===== src/rtl/seg7_scan_driver.sv =====
// -----------------------------------------------------------------------------
// seg7_scan_driver
//
// Converts an unsigned binary value to DIGITS BCD digits with a sequential
// shift-add-3 (double-dabble) engine. It then time-multiplexes the digits onto
// one shared, active-high 7-segment bus using a one-hot digit enable.
//
// Parameters
//   DIGITS    number of display digits (1..8); digit 0 is least significant
//   BIN_W     width of bin_in (1..27)
//   SCAN_DIV  clk cycles each digit stays enabled (>= 1)
//
// Ports
//   clk     in   system clock, rising edge
//   rst     in   synchronous reset, active-high
//   bin_in  in   value to display, captured when load & ready
//   load    in   conversion request; ignored while ready is low
//   ready   out  idle and able to accept load
//   seg     out  segments {a,b,c,d,e,f,g}, a = bit 6, registered
//   dig_en  out  one-hot digit enable, registered
//   ovf     out  displayed value does not fit in DIGITS digits (dashes shown)
//
// Build option
//   LEADING_ZERO_BLANK_EN  when defined, digits above the most significant
//                          non-zero digit are blanked (digit 0 never is).
// -----------------------------------------------------------------------------
module seg7_scan_driver #(
  parameter int unsigned DIGITS   = 4,
  parameter int unsigned BIN_W    = 14,
  parameter int unsigned SCAN_DIV = 1000
) (
  input  logic              clk,
  input  logic              rst,
  input  logic [BIN_W-1:0]  bin_in,
  input  logic              load,
  output logic              ready,
  output logic [6:0]        seg,
  output logic [DIGITS-1:0] dig_en,
  output logic              ovf
);

  // One spare bit above the top nibble catches values >= 10^DIGITS.
  localparam int unsigned BCD_W = 4 * DIGITS + 1;
  localparam int unsigned CNT_W = $clog2(BIN_W + 1);
  localparam int unsigned PRE_W = (SCAN_DIV > 1) ? $clog2(SCAN_DIV) : 1;
  localparam int unsigned IDX_W = (DIGITS > 1) ? $clog2(DIGITS) : 1;

  localparam logic [CNT_W-1:0]  LAST_ITER = CNT_W'(BIN_W - 1);
  localparam logic [PRE_W-1:0]  PRE_LAST  = PRE_W'(SCAN_DIV - 1);
  localparam logic [IDX_W-1:0]  IDX_LAST  = IDX_W'(DIGITS - 1);
  localparam logic [DIGITS-1:0] DIG_ONE   = DIGITS'(1);
  localparam logic [6:0]        SEG_DASH  = 7'h01;
  localparam logic [6:0]        SEG_BLANK = 7'h00;

  typedef enum logic [1:0] {
    S_IDLE   = 2'd0,
    S_CONV   = 2'd1,
    S_COMMIT = 2'd2
  } state_e;

  state_e state_q, state_d;

  logic do_accept;
  logic do_shift;
  logic do_commit;

  logic [BIN_W-1:0]  bin_q;
  logic [BCD_W-1:0]  bcd_q;
  logic [BCD_W-1:0]  bcd_adj;
  logic [CNT_W-1:0]  iter_q;
  logic              sticky_q;

  logic [DIGITS-1:0][3:0] disp_q;
  logic                   ovf_q;
  logic                   digit_blank;

  logic [PRE_W-1:0]  presc_q;
  logic [IDX_W-1:0]  idx_q;
  logic [6:0]        seg_d;
  logic [6:0]        seg_q;
  logic [DIGITS-1:0] dig_en_q;

  // ---------------------------------------------------------------------------
  // Conversion FSM: state register, next-state logic, output decode.
  // ---------------------------------------------------------------------------
  // NOTE: clocked blocks use non-blocking (<=) so every register samples the
  // pre-edge value of the others, independent of block evaluation order.
  always_ff @(posedge clk) begin
    if (rst) state_q <= S_IDLE;
    else     state_q <= state_d;
  end

  // NOTE: every combinational output is given a default before the case, so
  // no path leaves it unassigned and no latch is inferred.
  always_comb begin
    state_d = state_q;
    unique case (state_q)
      S_IDLE:   if (load)                 state_d = S_CONV;
      S_CONV:   if (iter_q == LAST_ITER)  state_d = S_COMMIT;
      S_COMMIT:                           state_d = S_IDLE;
      default:                            state_d = S_IDLE;
    endcase
  end

  always_comb begin
    ready     = 1'b0;
    do_accept = 1'b0;
    do_shift  = 1'b0;
    do_commit = 1'b0;
    unique case (state_q)
      S_IDLE: begin
        ready     = 1'b1;
        do_accept = load;
      end
      S_CONV:   do_shift  = 1'b1;
      S_COMMIT: do_commit = 1'b1;
      default: ;
    endcase
  end

  // ---------------------------------------------------------------------------
  // Double-dabble engine: add 3 to each nibble >= 5, then shift in the MSB.
  // Any bit pushed out of the spare top bit marks the value as overflowing.
  // ---------------------------------------------------------------------------
  always_comb begin
    bcd_adj = bcd_q;
    for (int i = 0; i < DIGITS; i++) begin
      if (bcd_q[4*i +: 4] >= 4'd5) bcd_adj[4*i +: 4] = bcd_q[4*i +: 4] + 4'd3;
    end
  end

  // NOTE: the conversion datapath has no reset; it is fully reinitialised on
  // every accept and never observed outside CONV/COMMIT. Only state and the
  // visible display buffer need a reset value.
  always_ff @(posedge clk) begin
    if (do_accept) begin
      bin_q    <= bin_in;
      bcd_q    <= '0;
      iter_q   <= '0;
      sticky_q <= 1'b0;
    end else if (do_shift) begin
      bcd_q    <= {bcd_adj[BCD_W-2:0], bin_q[BIN_W-1]};
      bin_q    <= bin_q << 1;
      iter_q   <= iter_q + 1'b1;
      sticky_q <= sticky_q | bcd_adj[BCD_W-1];
    end
  end

  // Display buffer: loaded in one clock at COMMIT, so no partial value is seen.
  always_ff @(posedge clk) begin
    if (rst) begin
      disp_q <= '0;
      ovf_q  <= 1'b0;
    end else if (do_commit) begin
      disp_q <= bcd_q[4*DIGITS-1:0];
      ovf_q  <= sticky_q | bcd_q[BCD_W-1];
    end
  end

`ifdef LEADING_ZERO_BLANK_EN
  logic [DIGITS-1:0] blank_d;
  logic [DIGITS-1:0] blank_q;
  logic              upper_zero;

  // A digit is blanked when it and every digit above it are zero.
  always_comb begin
    blank_d    = '0;
    upper_zero = 1'b1;
    for (int i = DIGITS - 1; i >= 1; i--) begin
      upper_zero = upper_zero && (bcd_q[4*i +: 4] == 4'd0);
      blank_d[i] = upper_zero;
    end
  end

  // Reset matches the mask of the all-zero buffer (a single "0").
  always_ff @(posedge clk) begin
    if (rst)            blank_q <= ~DIG_ONE;
    else if (do_commit) blank_q <= blank_d;
  end

  assign digit_blank = blank_q[idx_q];
`else
  assign digit_blank = 1'b0;
`endif

  // ---------------------------------------------------------------------------
  // Scan: prescaler paces the digit index; seg/dig_en are registered from it.
  // ---------------------------------------------------------------------------
  function automatic logic [6:0] seg_of(input logic [3:0] d);
    case (d)
      4'd0:    return 7'h7E;
      4'd1:    return 7'h30;
      4'd2:    return 7'h6D;
      4'd3:    return 7'h79;
      4'd4:    return 7'h33;
      4'd5:    return 7'h5B;
      4'd6:    return 7'h5F;
      4'd7:    return 7'h70;
      4'd8:    return 7'h7F;
      4'd9:    return 7'h7B;
      default: return SEG_BLANK;
    endcase
  endfunction

  always_comb begin
    if (ovf_q)            seg_d = SEG_DASH;
    else if (digit_blank) seg_d = SEG_BLANK;
    else                  seg_d = seg_of(disp_q[idx_q]);
  end

  always_ff @(posedge clk) begin
    if (rst) begin
      presc_q  <= '0;
      idx_q    <= '0;
      seg_q    <= SEG_BLANK;
      dig_en_q <= '0;
    end else begin
      seg_q    <= seg_d;
      dig_en_q <= DIG_ONE << idx_q;
      if (presc_q == PRE_LAST) begin
        presc_q <= '0;
        idx_q   <= (idx_q == IDX_LAST) ? '0 : idx_q + 1'b1;
      end else begin
        presc_q <= presc_q + 1'b1;
      end
    end
  end

  assign seg    = seg_q;
  assign dig_en = dig_en_q;
  assign ovf    = ovf_q;

endmodule


===== config.mk =====
export PLATFORM = sky130hd
export DESIGN_NAME = seg7_scan_driver
export DESIGN_NICKNAME = d
export VERILOG_FILES = /design/src/rtl/seg7_scan_driver.sv
export SDC_FILE = /design/constraint.sdc
export NUM_CORES = 1
export LEC_CHECK = 0
export BUFFER_PORTS_ARGS = -buffer_cell sky130_fd_sc_hd__buf_2
export CORE_ASPECT_RATIO = 2
export CORE_MARGIN = 2
export CORE_UTILIZATION = 25
export CTS_CLUSTER_SIZE = 12
export DETAILED_ROUTE_END_ITERATION = 10
export PLACE_DENSITY = 0.46
export SLEW_MARGIN = 20
export SYNTH_ARGS = -nofsm -noshare
export SYNTH_HDL_FRONTEND = slang
export SYNTH_SLANG_ARGS = --single-unit

===== constraint.sdc =====
create_clock -name clk -period 4.6 [get_ports clk]
set_input_delay 0 -clock clk [delete_from_list [all_inputs] [get_ports clk]]
set_output_delay 0 -clock clk [all_outputs]
set_load 0.01 [all_outputs]

==> impl_results.md <==
* Net Sw Frac at 0.2170
* Synth Area in Adders at 0.06510
* Post-route antenna net violation count at 0
* Worst-skew pair later-pin latency at 0.34 ns
* Residual DRC at 0
* Cell count after placement at 532
* Leak Pwr at 1.548 nW
* Share of cells above drive strength 1 at 0.1691
* Cell Rows at 60
* Detailed Routing Iterations Pass 1 at 4
* Seq/Total Area, Yosys at 0.4919
* Compound-Gate Fraction of Synth Area at 0.1208
* Crit start category: flip-flop
* Final Max Slew Viols at 0
* Area grow syn2layout at 22.21%
* Ys flop type: dfxtp_1
* Worst hold margin at 0.1507 ns
* Number of global-route vias before repair at 2574
* Post-synthesis mux area share at 0.08065
* Synthesized area at 3460 sq um
* Fin nets at 438
* First-pass GRT wire length at 11680 microns
* Final Core Density at 0.3129
* Wire per inst at 12.25 microns
* Post-Synth Simple-Gate Area at 0.1631
* Critical path peak fanout at 11
* Tcrit/Tclk final at 0.4458
* Slew @ Worst Pin at 0.9700 ns
* Gate Count Post-Synth at 363
* Die area at 14850 sq um
* I/O pins at 30
* Crit path DAT at 2.27 ns
* Unrepaired setup endpoints after global routing: false
* Post-synthesis async set-or-reset flop share at 0
* H-Tree Depth at 3
* Filler instances at 1452
* DR vias at 2599
* CTS tree: yes
* Max-Cap Viols at 0
* Setup Total Neg Slack at 0 ns
* Crit path required time at 4.82 ns
* CTS root buf: clkbuf_16
* Clk sinks at 78
* FF/Latch Area at 1702 sq um
* Yosys warning total at 0
* Combinational share of power at 0.071
* TritonCTS Buffers at 9
* P_sw at 0.0003650 W
* Post-synthesis xor/xnor area fraction at 0.04051
* Clock Power Share at 0.479
* Post-DP HPWL at 4888 microns
* Sequential share of power at 0.450
* Initial Util at 0.2560
* Via/cell ratio at 4.616
* Endpoint class of the critical path: flip-flop
* Status: complete, no violations
* Main combinational cell family by area after synthesis: simple AND/OR/NAND/NOR gates
* Crit Path Category: reg -> reg
* Die H at 170.4 microns
* Number of flops mapped to enable cells by yosys at 14
* IO Port Bufs at 29
* Worst slew margin at 0.3520
* Peak Freq at 0.4877 GHz
* Antenna violations before repair at 0
* DRT iter0 DRCs at 70
* Clk_skew at 0.005616 ns
* Syn_nets at 398
* Worst vdd rail ir drop at 0.2219 mV
* Gr ovfl total at 0
* Total Power at 0.001682 W
* Final hold violation count at 0
* Antenna fix cells at 0
* Resized Gates After CTS at 0
* Core area at 13510 sq um
* Power density over cell area at 397.9 nW/um^2
* Distinct cell type count after synthesis at 44
* Syn_area_per_cell at 9.530 sq um
* Minimum clock period at 2.051 ns
* Internal at 0.001317 W
* Hold Path Class: in -> reg
* Post-CTS Hold Fix Bufs at 15
* Clock Path Buffers at 2
* Synthesized flop and latch total at 78
* Largest net degree at the start of global routing at 37
* Area occupied by multi-input gates at 1629 sq um
* Endpoints failing setup at 0
* Final wirelength at 6895 microns
* Fin cells at 563
* Setup bufs post-CTS at 0
* Clock input transition at the sequential cells of the worst setup and hold paths at 0.06 ns
* Die width at 87.18 microns
* GRT Total Usage at 0.1006
* Final Wtd Congestion at 0.7127
==> per-stage QoR <==
step / setup WS (ns) / area [sq um]
after floorplan: 2.754 / 3460
after detailed placement: 2.237 / 3732
after global routing: 2.375 / 4228
after CTS: 2.245 / 4225
final: 2.549 / 4228
after global placement: 2.303 / 3725
==> layout make-up <==
class,instances,area share
clock buffer,12,0.06333
tap,155,0.04587
multi-input combinational,255,0.3853
inverter,13,0.01184
timing repair buffer,46,0.07339
clock inverter,4,0.01776
sequential,78,0.4025
==> flip-flops by register name, summed over array words and instances (netlist names) <==
name / count
sticky_q: 1
ovf: 1
presc_q: 10
idx_q: 2
disp_q: 16
bcd_q: 17
state_q: 2
iter_q: 4
bin_q: 14
seg: 7
dig_en: 4
==> synthesized netlist by cell type (2+ instances only) <==
cell type | n | share of area
nor3_1 | 5 | 0.0072
mux2i_1 | 5 | 0.014
buf_2 | 2 | 0.0029
nand3_1 | 10 | 0.014
or3_1 | 2 | 0.0036
nor2_1 | 35 | 0.038
dfxtp_1 | 64 | 0.37
nor2b_1 | 2 | 0.0036
buf_4 | 2 | 0.0043
a21oi_1 | 39 | 0.056
edfxtp_1 | 14 | 0.12
nor3b_1 | 2 | 0.0043
o21ai_0 | 13 | 0.019
mux4_2 | 2 | 0.013
clkbuf_1 | 12 | 0.013
nand2_1 | 52 | 0.056
o32ai_1 | 4 | 0.010
xnor2_1 | 8 | 0.020
o22ai_1 | 9 | 0.016
xor2_1 | 8 | 0.020
inv_1 | 12 | 0.013
o21a_1 | 2 | 0.0043
nand2b_1 | 8 | 0.014
ha_1 | 18 | 0.065
mux2_2 | 14 | 0.046
==> placed cells by master, fill, tap and decap left out, drive strengths merged, types with 3 or more instances in the layout <==
cell type / n
nand2b: 8
o21ai: 14
ha: 18
o22ai: 9
dfxtp: 64
mux4: 3
clkbuf: 12
nor2: 36
a21oi: 40
xnor2: 8
o32ai: 4
mux2: 14
buf: 31
nor3: 5
edfxtp: 14
nand3: 10
inv: 13
xor2: 8
mux2i: 5
dlygate4sd3: 15
nand2: 52
==> metal layers <==
metal / track usage / wire [microns] / vias up
li1: - / - / 1334
met1: 0.1017 / 2801 / 1224
met2: 0.1882 / 3770 / 34
met3: 0.03249 / 210 / 7
met4: 0.03411 / 113 / 0
met5: 0 / 0 / -
==> critical path, stage by stage, from the launching register on <==
cell and delay [ns]:
dfxtp_1 0.59, mux4_1 0.70, inv_1 0.16, ha_1 0.26
a21oi_1 0.12, o21ai_0 0.09
==> power groups by stage <==
stage | sequential [W] | combinational (W) | clock (W)
finish | 0.000758 | 0.000119 | 0.000806
global route | 0.000764 | 0.000136 | 0.000855
CTS | 0.000758 | 0.000122 | 0.000827
detailed placement | 0.000773 | 0.000112 | 0
global placement | 0.000772 | 0.000111 | 0
floorplan | 0.000768 | 0.0000836 | 0
==> cell families after synthesis <==
logic type / Yosys count
AO/OA/AOI/OAI: 74
XOR/XNOR: 16
adder cells (fa/ha/maj): 18
buffers and inverters: 30
flip-flops: 78
multiplexers: 22
AND/OR/NAND/NOR: 125
==> worst paths after layout <==
| kind | startpoint | endpoint | slack (ns) | cells past startpoint |
|---|---|---|---|---|
| worst max register to register | idx_q[1]$_SDFFE_PP0N_ | seg[3]$_SDFF_PP0_ | 2.55 | 5 |
| worst min-delay path | rst | presc_q[4]$_SDFF_PP0_ | 0.15 | 2 |
| worst min register to register | bin_q[13]$_DFFE_PP_ | bcd_q[0]$_SDFFE_PP0N_ | 0.45 | 2 |
| worst max-delay path | idx_q[1]$_SDFFE_PP0N_ | seg[3]$_SDFF_PP0_ | 2.55 | 5 |
No activity file was read; power rests on OpenSTA's default activity.
